--- src/rtl/uart_rx_word.sv ---
// UART 8N1 receiver: gathers four bytes (LSB byte first, LSB bit first) into a
// 32-bit word, with framing-error strobe and inter-byte timeout.
module uart_rx_word #(
  parameter int CLKS_PER_BIT = 2582,
  parameter int TIMEOUT_CLKS = 25820
) (
  input  logic        clk,
  input  logic        rst,
  input  logic        data_in,
  output logic [31:0] data_out,
  output logic        data_valid,
  output logic        frame_err,
  output logic        busy
);

  localparam int TW = $clog2(CLKS_PER_BIT);
  localparam int CW = $clog2(TIMEOUT_CLKS + 1);
  localparam logic [TW-1:0] BIT_LAST = TW'(CLKS_PER_BIT - 1);
  localparam logic [TW-1:0] BIT_MID  = TW'(CLKS_PER_BIT / 2);
  localparam logic [CW-1:0] TO_LIM   = CW'(TIMEOUT_CLKS);

  typedef enum logic [1:0] {S_IDLE, S_START, S_DATA, S_STOP} state_t;

  logic [1:0]    rst_pipe_q, rst_pipe_d;
  logic          sync1_q, sync1_d, rx_s_q, rx_s_d, rx_prev_q, rx_prev_d;
  state_t        state_q, state_d;
  logic [TW-1:0] timer_q, timer_d;
  logic [2:0]    bit_idx_q, bit_idx_d;
  logic [7:0]    shift_q, shift_d;
  logic [1:0]    byte_cnt_q, byte_cnt_d;
  logic [23:0]   asm_q, asm_d;
  logic [CW-1:0] idle_q, idle_d;
  logic [31:0]   data_out_q, data_out_d;
  logic          data_valid_q, data_valid_d, frame_err_q, frame_err_d;
  logic          fall;

  // Reset asserts asynchronously; its release is held off two clocks so the
  // whole block leaves reset on a clean edge.
  always_comb rst_pipe_d = {rst_pipe_q[0], 1'b0};

  always_ff @(posedge clk or posedge rst) begin
    if (rst) rst_pipe_q <= 2'b11;
    else     rst_pipe_q <= rst_pipe_d;
  end

  assign fall = rx_prev_q & ~rx_s_q;

  always_comb begin
    sync1_d      = data_in;
    rx_s_d       = sync1_q;
    rx_prev_d    = rx_s_q;
    state_d      = state_q;
    timer_d      = timer_q;
    bit_idx_d    = bit_idx_q;
    shift_d      = shift_q;
    byte_cnt_d   = byte_cnt_q;
    asm_d        = asm_q;
    idle_d       = idle_q;
    data_out_d   = data_out_q;
    data_valid_d = 1'b0;
    frame_err_d  = 1'b0;

    case (state_q)
      S_IDLE: begin
        // Timeout is evaluated before the start edge so a coincident edge
        // begins a fresh word.
        if (byte_cnt_q != 2'd0) begin
          if (idle_q == TO_LIM) begin
            byte_cnt_d = 2'd0;
            asm_d      = '0;
            idle_d     = '0;
          end else begin
            idle_d = idle_q + 1'b1;
          end
        end else begin
          idle_d = '0;
        end
        if (fall) begin
          state_d = S_START;
          timer_d = '0;
          idle_d  = '0;
        end
      end
      S_START: begin
        if (timer_q == BIT_MID) begin
          if (rx_s_q) begin
            state_d = S_IDLE;
          end else begin
            timer_d   = '0;
            bit_idx_d = 3'd0;
            state_d   = S_DATA;
          end
        end else begin
          timer_d = timer_q + 1'b1;
        end
      end
      S_DATA: begin
        if (timer_q == BIT_LAST) begin
          shift_d[bit_idx_q] = rx_s_q;
          timer_d            = '0;
          if (bit_idx_q == 3'd7) state_d = S_STOP;
          else                   bit_idx_d = bit_idx_q + 3'd1;
        end else begin
          timer_d = timer_q + 1'b1;
        end
      end
      S_STOP: begin
        if (timer_q == BIT_LAST) begin
          timer_d = '0;
          state_d = S_IDLE;
          if (rx_s_q) begin
            case (byte_cnt_q)
              2'd0: asm_d[7:0]   = shift_q;
              2'd1: asm_d[15:8]  = shift_q;
              2'd2: asm_d[23:16] = shift_q;
              default: begin
                data_out_d   = {shift_q, asm_q};
                data_valid_d = 1'b1;
                asm_d        = '0;
              end
            endcase
            byte_cnt_d = byte_cnt_q + 2'd1;
          end else begin
            frame_err_d = 1'b1;
            byte_cnt_d  = 2'd0;
            asm_d       = '0;
          end
        end else begin
          timer_d = timer_q + 1'b1;
        end
      end
      default: state_d = S_IDLE;
    endcase

    if (rst_pipe_q[1]) begin
      sync1_d      = 1'b1;
      rx_s_d       = 1'b1;
      rx_prev_d    = 1'b1;
      state_d      = S_IDLE;
      timer_d      = '0;
      bit_idx_d    = 3'd0;
      shift_d      = '0;
      byte_cnt_d   = 2'd0;
      asm_d        = '0;
      idle_d       = '0;
      data_out_d   = '0;
      data_valid_d = 1'b0;
      frame_err_d  = 1'b0;
    end
  end

  always_ff @(posedge clk or posedge rst) begin
    if (rst) begin
      sync1_q      <= 1'b1;
      rx_s_q       <= 1'b1;
      rx_prev_q    <= 1'b1;
      state_q      <= S_IDLE;
      timer_q      <= '0;
      bit_idx_q    <= 3'd0;
      shift_q      <= '0;
      byte_cnt_q   <= 2'd0;
      asm_q        <= '0;
      idle_q       <= '0;
      data_out_q   <= '0;
      data_valid_q <= 1'b0;
      frame_err_q  <= 1'b0;
    end else begin
      sync1_q      <= sync1_d;
      rx_s_q       <= rx_s_d;
      rx_prev_q    <= rx_prev_d;
      state_q      <= state_d;
      timer_q      <= timer_d;
      bit_idx_q    <= bit_idx_d;
      shift_q      <= shift_d;
      byte_cnt_q   <= byte_cnt_d;
      asm_q        <= asm_d;
      idle_q       <= idle_d;
      data_out_q   <= data_out_d;
      data_valid_q <= data_valid_d;
      frame_err_q  <= frame_err_d;
    end
  end

  assign data_out   = data_out_q;
  assign data_valid = data_valid_q;
  assign frame_err  = frame_err_q;
  assign busy       = (state_q != S_IDLE) || (byte_cnt_q != 2'd0);

endmodule

--- config.mk ---
export PLATFORM = sky130hd
export DESIGN_NAME = uart_rx_word
export DESIGN_NICKNAME = d
export VERILOG_FILES = /design/src/rtl/uart_rx_word.sv
export SDC_FILE = /design/constraint.sdc
export NUM_CORES = 1
export LEC_CHECK = 0
export CAP_MARGIN = 5
export CORE_ASPECT_RATIO = 1.25
export CORE_UTILIZATION = 40
export CTS_BUF_LIST = sky130_fd_sc_hd__clkbuf_16
export DETAILED_ROUTE_END_ITERATION = 6
export PLACE_DENSITY_LB_ADDON = 0.3
export SYNTH_ARGS = -nofsm -noshare
export SYNTH_HDL_FRONTEND = slang
export SYNTH_SLANG_ARGS = --single-unit
--- constraint.sdc ---
create_clock -name clk -period 6.05 [get_ports clk]
set_input_delay 0.9075 -clock clk [delete_from_list [all_inputs] [get_ports clk]]
set_output_delay 0.9075 -clock clk [all_outputs]
set_load 0.005 [all_outputs]
Word level (Yosys, flattened, before mapping)
Cells that the tools add are included.

Register bits: 105. Word-level logic and storage cells: 137. Output and inout port bits: 35. Input port bits: 3.

Bitwise logic cells: 2. Reductions and logical operators: 27. Add/subtract/negate cells: 4. Multiplexer cells: 63. Order comparisons: 2. Equal/unequal tests: 23.

Operators with widths (number): two-way mux 32 bit (5); two-way mux 24 bit (5); two-way mux 15 bit (5); two-way mux 12 bit (5); one-hot mux 24 bit (2 select lines) (1); one-hot mux 8 bit (2 select lines) (3); one-hot mux 12 bit (3 select lines) (1); != test 3 bit (second input constant) (9); AND reduction 5 bit (5); two-way mux 2 bit (12); two-way mux 8 bit (3); != test 4 bit (second input constant) (4); adder 15 x 1 -> 15 bit (second input constant) (1); equality test 15 bit (second input constant) (1); two-way mux 3 bit (5); nonzero test 2 bit (7); two-way mux 1 bit (13); adder 12 x 1 -> 12 bit (second input constant) (1); equality test 12 x 11 -> 1 bit (second input constant) (1); equality test 12 bit (second input constant) (1); bitwise mux 8 bit (1); one-hot mux 2 bit (4 select lines) (1); AND reduction 4 bit (2); OR reduction 2 bit (4); other kinds (19) (25).

Longest topological paths before layout
Gate-level depths: netlist of run 1.

Depth after elaboration: 8. Mapped depth: 9. Depth with buffers taken out: 7.

Worst setup path after synthesis of run 1
No wires, ideal clock.

Path kind: reg2reg. Start point: register idle_q[8]. End point: register byte_cnt_q[1]. Slack: 3954 ps. Arrival time: 1977 ps. Stages on the path, launching flop included: 8. Setup time: 119 ps. Path buffers: 2. Data required time: 5931 ps. Period minus slack after synthesis: 2096 ps. Cell sequence: dfrtp_1 -> or4b_4 -> nor4_4 -> a32oi_2 -> buf_6 -> or2_0 -> buf_6 -> and2_1.

Longest elaborated chain between the ends: 3.

Ends and longest elaborated chain: start: declaration (line 32) `logic [CW-1:0] idle_q, idle_d;`; start signal: assignment (line 177) `idle_q <= idle_d;`; equality test 15 bit (line 68) `if (idle_q == TO_LIM) begin`; != test 3 bit (no line); AND reduction 4 bit (no line); end signal: assignment (line 175) `byte_cnt_q <= byte_cnt_d;`; end: declaration (line 30) `logic [1:0] byte_cnt_q, byte_cnt_d;`.

Every way passes these cells. A chain may end at the register's enable or synchronous reset.

Worst setup path in the final report of run 1
Start point: register rst_pipe_q[1]. End point: register timer_q[11].

Longest elaborated chain between the ends: 2. Elaborated cells between the ends (all ways): 4.

Ends and longest elaborated chain: start: declaration (line 24) `logic [1:0] rst_pipe_q, rst_pipe_d;`; start signal: assignment (line 43) `else rst_pipe_q <= rst_pipe_d;`; != test 4 bit (no line) / != test 3 bit (equally long branches); AND reduction 2 bit (no line); end signal: assignment (line 172) `timer_q <= timer_d;`; end: declaration (line 27) `logic [TW-1:0] timer_q, timer_d;`.

Several ways; a longest one is shown, not always the timed one.

==> impl_metrics.yaml, run 1 <==
cts:
  cts_tree: "done"
  cts_sinks: 105
  cts_resized: 0
  cts_max_level: 3
  post-cts-setup-buffers: 0
  clk_pin_slew_worst_paths_ps: 70
  clockBufferDepth: 2
  cts-root-buf: "clkbuf_16"
  holdBufCountCts: 0
  numCtsBuffers: 9
  insertion_delay_ps: 340
place:
  gp_congestion: 0.8090
  dp_hpwl_um: 6974
  port_buffers: 37
logic_synthesis:
  avgSynthCellArea_um2: 9.514
  synth_edf_count: 0
  syn-cell-area_um2: 5024
  synth-async-reset-ratio_pct: 100.0
  synth_seq_area_share_pct: 52.43
  postSynthCellCount: 528
  yosys_warnings: 0
  yosysUniqueCellTypes: 56
  synth_area_leaders: "dfrtp_1, nand2_1, a21oi_1, nor2_1, xnor2_1"
  ys_ff_latch: 105
  yosysTopAreaCell: "dfrtp_1"
  synth_top_area_share_pct: 49.81
  synth_flop_cell: "dfrtp_1"
  synth_nets: 541
timing:
  setup_viol: 0
  period_needed_ps: 3124
  hold_viol_final: 0
  worst_pin_slew_ps: 1047
  setup_tns_ps: 0
  rsz0062_at_grt: "no"
  slew_viol_final: 0
  skew_ps: 5.018
  slew_headroom_pct: 30.22
  min_period_over_period_pct: 51.63
  fmax_ghz: 0.3201
pwr:
  p_per_area_nw_per_um2: 230.0
  power_leakage_nw: 2.336
  irDropWorstVdd_v: 0.0001184
  power.total_mw: 1.332
die:
  rows: 45
  die-area_um2: 13010
  die_h_um: 127.3
  pin_count: 38
  core_area_um2: 12220
  die_w_um: 102.2
  start_util_pct: 41.12
worst_setup_path:
  slowest_delay_ps: 1220
  setup.worst_path.end_class: "register"
  required_ps: 6260
  critPathLaunchType: "register"
  path_cells: "inv_1 -> nand2_1 -> o32a_1 -> nor2b_1 -> nor2_1"
  cp_max_fo: 58
  path_buf_inv: 1
  cp_data_arrival_time_ps: 3340
  crit_type: "register to register"
  slowest_stage: "dfstp_2"
  critPathTopFamily: "flip-flops"
final_layout:
  drive_gt1_share_pct: 7.040
  diodes: 0
  final_common_cell: "nand2_1"
  fin_nets: 562
  fin_util_pct: 47.39
  final_cell_mix: "nand2_1, dfrtp_1, nor2_1"
  area_growth_pct: 15.27
hold_path:
  min_path_type: "register to register"
routing:
  viasPerCell: 5.234
  drt_first_pass_iters: 6
  drt-initial-drc-count: 170
  drt-total-wl_um: 10210
  drt-wirelength-per-cell_um: 14.22
  antenna_left: 0
  post-route-drc-count: 0
  vias: 3758
global_routing:
  grt_use_total_pct: 17.17
  grt_pass1_wl_um: 17420
  grt_start_max_net_pins: 62
  grt_antenna_before_repair: 0
  grt_overflow: 0
  grt_pass1_vias: 3622
run_status:
  status: "completed"
flow_run:
  cap_violations: 0
==> sequential cells by signal (all words and copies together), names as in the netlist <==
register	flops
data_valid	1
sync1_q	1
bit_idx_q	3
timer_q	12
idle_q	15
state_q	2
rx_prev_q	1
rst_pipe_q	2
byte_cnt_q	2
frame_err	1
asm_q	24
rx_s_q	1
shift_q	8
data_out	32
==> worst reg2reg max path: cells and delay by family, from the launching register on <==
kind                   cells  cell delay, ps
buffers and inverters      1             630
and+or+nand+nor            3             760
DFF                        1            1220
AOI/OAI and AO/OA          1             390
==> final timing paths <==
kind | startpoint | to | slack [ps] | cells after the start
max | rst_pipe_q[1] | timer_q[11] | 2930 | 5
min | rst_pipe_q[0] | rst_pipe_q[1] | 360 | 0
max reg2reg | rst_pipe_q[1] | timer_q[11] | 2930 | 5
min reg2reg | rst_pipe_q[0] | rst_pipe_q[1] | 360 | 0
max in group asynchronous | rst | shift_q[0] | 3960 | 3
min in group asynchronous | rst | data_out[4] | 1050 | 2
==> report_power, final <==
| group | switching, mW | internal [mW] |
|---|---|---|
| Combinational | 0.0354 | 0.0144 |
| Sequential | 0.0132 | 0.707 |
| Clock | 0.246 | 0.316 |
| Total | 0.294 | 1.04 |
==> logic make-up after synthesis <==
family,synth area share [%]
DFF,52.43
buffers and inverters,4.035
muxes,1.993
and+or+nand+nor,22.39
AOI/OAI and AO/OA,13.28
other,0.07465
xor gates and xnor gates,3.313
adders and majority gates,2.491
==> stage by stage <==
step	instances	worst slack (ps)	instance area, um2	hold WS [ps]
floorplan	528	2390	5024	345.2
global placement	701	3047	5490	346.7
detailed placement	701	2969	5490	347.0
CTS	717	2919	5776	356.6
global route	718	2626	5791	363.1
finish	718	2926	5791	355.8
==> layer usage <==
layer / part of all wire [%] / global-route usage [%]
met1: 44 / 20.89
met2: 51 / 29.53
met3: 3.4 / 3.884
met4: 1.7 / 6.134
met5: 0 / 0
==> Yosys cell counts (3+ instances only) <==
master	n
nand4_1	7
or2_2	5
nand3_1	11
or3_1	3
nor2_1	44
mux2i_1	10
o21ai_0	19
or2_0	3
nor3_1	11
a21oi_1	37
nand2_1	103
nand2b_1	5
o211ai_1	16
o21ai_1	17
inv_1	16
buf_1	4
buf_2	6
xnor2_1	16
clkbuf_1	18
dfstp_2	5
and2_1	5
o21bai_1	3
nand4b_1	6
xor2_1	3
ha_1	10
and3_1	6
dfrtp_1	100
==> final cells by class <==
cell class	instances	area [um2]
multi-input cells	376	2196
clock inverters	7	60.06
fillers	1200	6427
clock buffers	9	225.2
well taps	164	205.2
inverters	16	62.56
flip-flops and latches	105	2634
repair buffers	41	407.9
No activity file was read; power rests on OpenSTA's default activity.
==> run 2, diff against run 1 <==
Clock period 6.05 ns to 2.98 ns, I/O delays scaled along.
==> run 2 against run 1 <==
Against the previous run: core utilization up 0.63 points; largest power group unchanged; wire length up 1.8%; global-route usage up 0.39 points; largest cell class unchanged.
==> impl_metrics.yaml, run 2 (synthesis gave the netlist of run 1 again) <==
run_status:
  status: "completed"
routing:
  drt-total-wl_um: 10400
  antenna_left: 0
  drt-wirelength-per-cell_um: 14.36
  vias: 3804
  drt-initial-drc-count: 216
  drt_first_pass_iters: 4
  post-route-drc-count: 0
  viasPerCell: 5.254
timing:
  fmax_ghz: 0.4197
  hold_viol_final: 0
  holdWs_ps: 360.4
  min_period_over_period_pct: 79.95
  setup_viol: 0
  rsz0062_at_grt: "no"
  period_needed_ps: 2383
  skew_ps: 6.470
  slew_headroom_pct: 63.00
  setup_tns_ps: 0
  slew_viol_final: 0
  setup_slack_ps: 597.4
  worst_pin_slew_ps: 554.0
place:
  gp_congestion: 0.8557
  place_ws_ps: 645.2
  port_buffers: 37
  dp_hpwl_um: 7256
die:
  pin_count: 38
  core_area_um2: 12220
  start_util_pct: 41.12
  rows: 45
  die_h_um: 127.3
  die_w_um: 102.2
  die-area_um2: 13010
pwr:
  irDropWorstVdd_v: 0.0002078
  p_per_area_nw_per_um2: 479.3
  power.total_mw: 2.812
  power_leakage_nw: 2.373
worst_setup_path:
  slowest_stage: "nor3_2"
  path_cells: "nand4bb_1 -> nor3_2 -> a32oi_2 -> or2_0 -> and2_1"
  crit_type: "register to register"
  cp_max_fo: 9
  cp_data_arrival_time_ps: 2630
  critPathLaunchType: "register"
  path_buf_inv: 0
  slowest_delay_ps: 480
  critPathTopFamily: "simple AND/OR/NAND/NOR gates"
  setup.worst_path.end_class: "register"
  required_ps: 3230
cts:
  post-cts-setup-buffers: 0
  numCtsBuffers: 9
  cts_max_level: 3
  cts_tree: "done"
  cts_sinks: 105
  insertion_delay_ps: 350
  holdBufCountCts: 0
  clockBufferDepth: 2
  cts-root-buf: "clkbuf_16"
  cts_resized: 0
  clk_pin_slew_worst_paths_ps: 70
final_layout:
  fin_nets: 568
  final_cell_mix: "nand2_1, dfrtp_1, nor2_1"
  largest_register_ffs: 32
  area_growth_pct: 16.81
  fin_util_pct: 48.03
  diodes: 0
  final_common_cell: "nand2_1"
  drive_gt1_share_pct: 8.214
global_routing:
  grt_overflow: 0
  grt_antenna_before_repair: 0
  grt_pass1_vias: 3676
  grt_start_max_net_pins: 106
  grt_pass1_wl_um: 17800
  grt_use_total_pct: 17.57
flow_run:
  cap_violations: 0
hold_path:
  min_path_type: "register to register"
run 2: cell types whose count changed in the layout (fill, tap and decap cells not counted), sizes merged:
| cell | before | now |
|---|---|---|
| buf | 4 | 10 |
| bufinv | 1 | 2 |
| clkinvlp | 0 | 1 |
| inv | 18 | 16 |
run 2: worst register-to-register path, cell delays in order, from the launching register on:
cell,delay (ps)
dfrtp_1,440
nand4bb_1,460
nor3_2,480
a32oi_2,260
or2_0,440
and2_1,220
run 2: path summary, 6_finish.rpt:
| check | start | end | slack (ps) | cells past startpoint |
|---|---|---|---|---|
| worst max-delay path | timer_q[8] | byte_cnt_q[1] | 600 | 5 |
| worst min-delay path | rst_pipe_q[0] | rst_pipe_q[1] | 360 | 0 |
| worst max register to register | timer_q[8] | byte_cnt_q[1] | 600 | 5 |
| worst min register to register | rst_pipe_q[0] | rst_pipe_q[1] | 360 | 0 |
| max in group asynchronous | rst | timer_q[8] | 1960 | 3 |
| min in group asynchronous | rst | data_out[3] | 600 | 3 |
run 2: layout make-up:
class                   count  area, um2
clock buffers               9      225.2
clock inverters             7      86.33
fillers                  1158       6350
inverters                  16      63.81
multi-input cells         376       2196
flip-flops and latches    105       2634
well taps                 164      205.2
repair buffers             47      457.9
run 2: power by group:
part,switching [mW],total [mW],leakage [nW],internal [mW]
Clock,0.515,1.24,0.158,0.729
Sequential,0.0172,1.45,1.45,1.43
Combinational,0.0821,0.117,0.766,0.0347
run 2: routing by layer:
| layer | part of all wire (%) | GRT usage (%) |
|---|---|---|
| met5 | 0 | 0 |
| met4 | 3.2 | 10.00 |
| met3 | 2.6 | 2.516 |
| met2 | 51 | 29.29 |
| met1 | 43 | 21.56 |
run 2: per-stage QoR:
step,instance area (um2),instances
4_1_cts,5868,724
3_5_place_dp,5557,708
5_1_grt,5868,724
3_3_place_gp,5557,708
6_report,5868,724
2_1_floorplan,5027,528
==> run 3, diff against run 2 <==
Clock period 2.98 ns to 2.3 ns, I/O delays scaled along.
==> run 3 against run 2 <==
Against the previous run: global-route usage is 0.19 points higher; die area stayed put; sequential cell count stayed put; count of clock-buffer cells in the layout stayed put; worst setup slack worse by 470 ps; clock power is 23% higher; clock skew is 0.85 ps lower; register-to-register slack worse by 470 ps; critical path depth is 1 higher; via count is 2.3% higher; first-iteration DRC count is 41% lower; sequential power is 29% higher.
==> impl_metrics.yaml, run 3 (synthesis gave the netlist of run 1 again) <==
run_status:
  status: "completed"
timing:
  setup_viol: 0
  fmax_ghz: 0.4607
  hold_viol_final: 0
  holdWs_ps: 357.2
  rsz0062_at_grt: "no"
  slew_viol_final: 0
  period_needed_ps: 2171
  setup_tns_ps: 0
  min_period_over_period_pct: 94.38
  setup_slack_ps: 129.4
  skew_ps: 5.624
cts:
  cts_tree: "done"
  holdBufCountCts: 0
  cts_max_level: 3
  clockBufferDepth: 2
  cts-root-buf: "clkbuf_16"
  cts_sinks: 105
  numCtsBuffers: 9
  clk_pin_slew_worst_paths_ps: 70
  insertion_delay_ps: 350
pwr:
  power_frac_clock_pct: 42.8
  p_sw_mw: 0.8175
  power_leakage_nw: 2.455
  combPwrFrac_pct: 4.8
  p_per_area_nw_per_um2: 594.4
  seqPwrFrac_pct: 52.4
  irDropWorstVdd_v: 0.0003440
  swShare_pct: 22.87
  internal_power_mw: 2.757
routing:
  antenna_left: 0
  viasPerCell: 5.240
  vias: 3893
  drt-total-wl_um: 10500
  post-route-drc-count: 0
  drt-wirelength-per-cell_um: 14.13
  drt-initial-drc-count: 127
  drt_first_pass_iters: 4
die:
  start_util_pct: 41.12
  die-area_um2: 13010
  rows: 45
  die_w_um: 102.2
  die_h_um: 127.3
  pin_count: 38
  core_area_um2: 12220
flow_run:
  cap_violations: 0
place:
  dp_hpwl_um: 7508
  post_dp_cell_area_um2: 5712
  place_ws_ps: 88.91
  port_buffers: 37
  place_inst: 727
  gp_congestion: 0.8247
final_layout:
  nFillCells: 1169
  fin_area_um2: 6013
  final_common_cell: "nand2_1"
  largest_register_ffs: 32
  drive_gt1_share_pct: 11.23
  final_cell_mix: "nand2_1, dfrtp_1, nor2_1"
  fin_nets: 587
  diodes: 0
  area_growth_pct: 19.70
  stdcell_count: 743
global_routing:
  grt_pass1_wl_um: 18210
  grt_use_total_pct: 17.76
  grt_antenna_before_repair: 0
  grt_pass1_vias: 3845
  grt_overflow: 0
  grt_start_max_net_pins: 65
worst_setup_path:
  setup.worst_path.end_class: "register"
  crit_type: "register to register"
  required_ps: 2540
  critPathLaunchType: "register"
  cp_data_arrival_time_ps: 2410
  cp_max_fo: 7
hold_path:
  min_path_type: "input port to asynchronous set/reset pin"
## run 3: changes by cell type in the layout (fill, tap and decap cells not counted), moves of 2 or more
cell   change
inv_6      +2
buf_4     +18
or2_0      -2
or2_1      +2
## run 3: critical path, cell delays in order (launching register included)
cell	delay [ps]
dfrtp_1	430
or3_1	560
nor4_4	370
o32a_1	300
nor2b_1	180
buf_4	160
nor2_1	50
## run 3: metrics by stage
stage | utilization, % | power, mW
after floorplan | - | 2.021
after global placement | 46.75 | 2.080
after detailed placement | 46.75 | 2.083
after CTS | 49.14 | 3.615
after global routing | 49.22 | 3.690
final | 49.22 | 3.574
## run 3: metal layers
layer,track usage (%),share of wire (%),up-vias
met3,1.969,2.2,20
met4,8.151,2.6,0
met1,21.57,44,1909
met5,0,0,-
met2,31.19,51,58
li1,-,-,1906
## run 3: worst paths after layout
path / startpoint / end / slack (ps) / cells after the start
setup / recovery: timer_q[5] / timer_q[9] / 130 / 6
hold / removal: rst / asm_q[14] / 360 / 2
setup reg to reg: timer_q[5] / timer_q[9] / 130 / 6
hold reg to reg: rst_pipe_q[0] / rst_pipe_q[1] / 360 / 0
max in group asynchronous: rst / rst_pipe_q[0] / 1230 / 3
min in group clk: rst_pipe_q[0] / rst_pipe_q[1] / 360 / 0
## run 3: area by class of cell
type / instances / area (um2) / area share (%)
tap: 164 / 205.2 / 3.412
clock inverter: 7 / 67.56 / 1.124
inverter: 16 / 63.81 / 1.061
multi-input combinational: 376 / 2205 / 36.66
sequential: 105 / 2634 / 43.80
timing repair buffer: 66 / 613.1 / 10.20
clock buffer: 9 / 225.2 / 3.745
## run 3: what timing repair did
item                                    CTS  global route
buffers inserted                          0             0
resized for setup                         0             3
hold endpoints to repair                  0             0
endpoints found under the setup margin    0            22
## run 3: power groups by stage
stage / Combinational [mW] / Clock, mW / Sequential [mW]
final: 0.172 / 1.53 / 1.87
after global routing: 0.194 / 1.62 / 1.87
after CTS: 0.176 / 1.57 / 1.87
after detailed placement: 0.175 / 0 / 1.91
after global placement: 0.172 / 0 / 1.91
after floorplan: 0.120 / 0 / 1.90
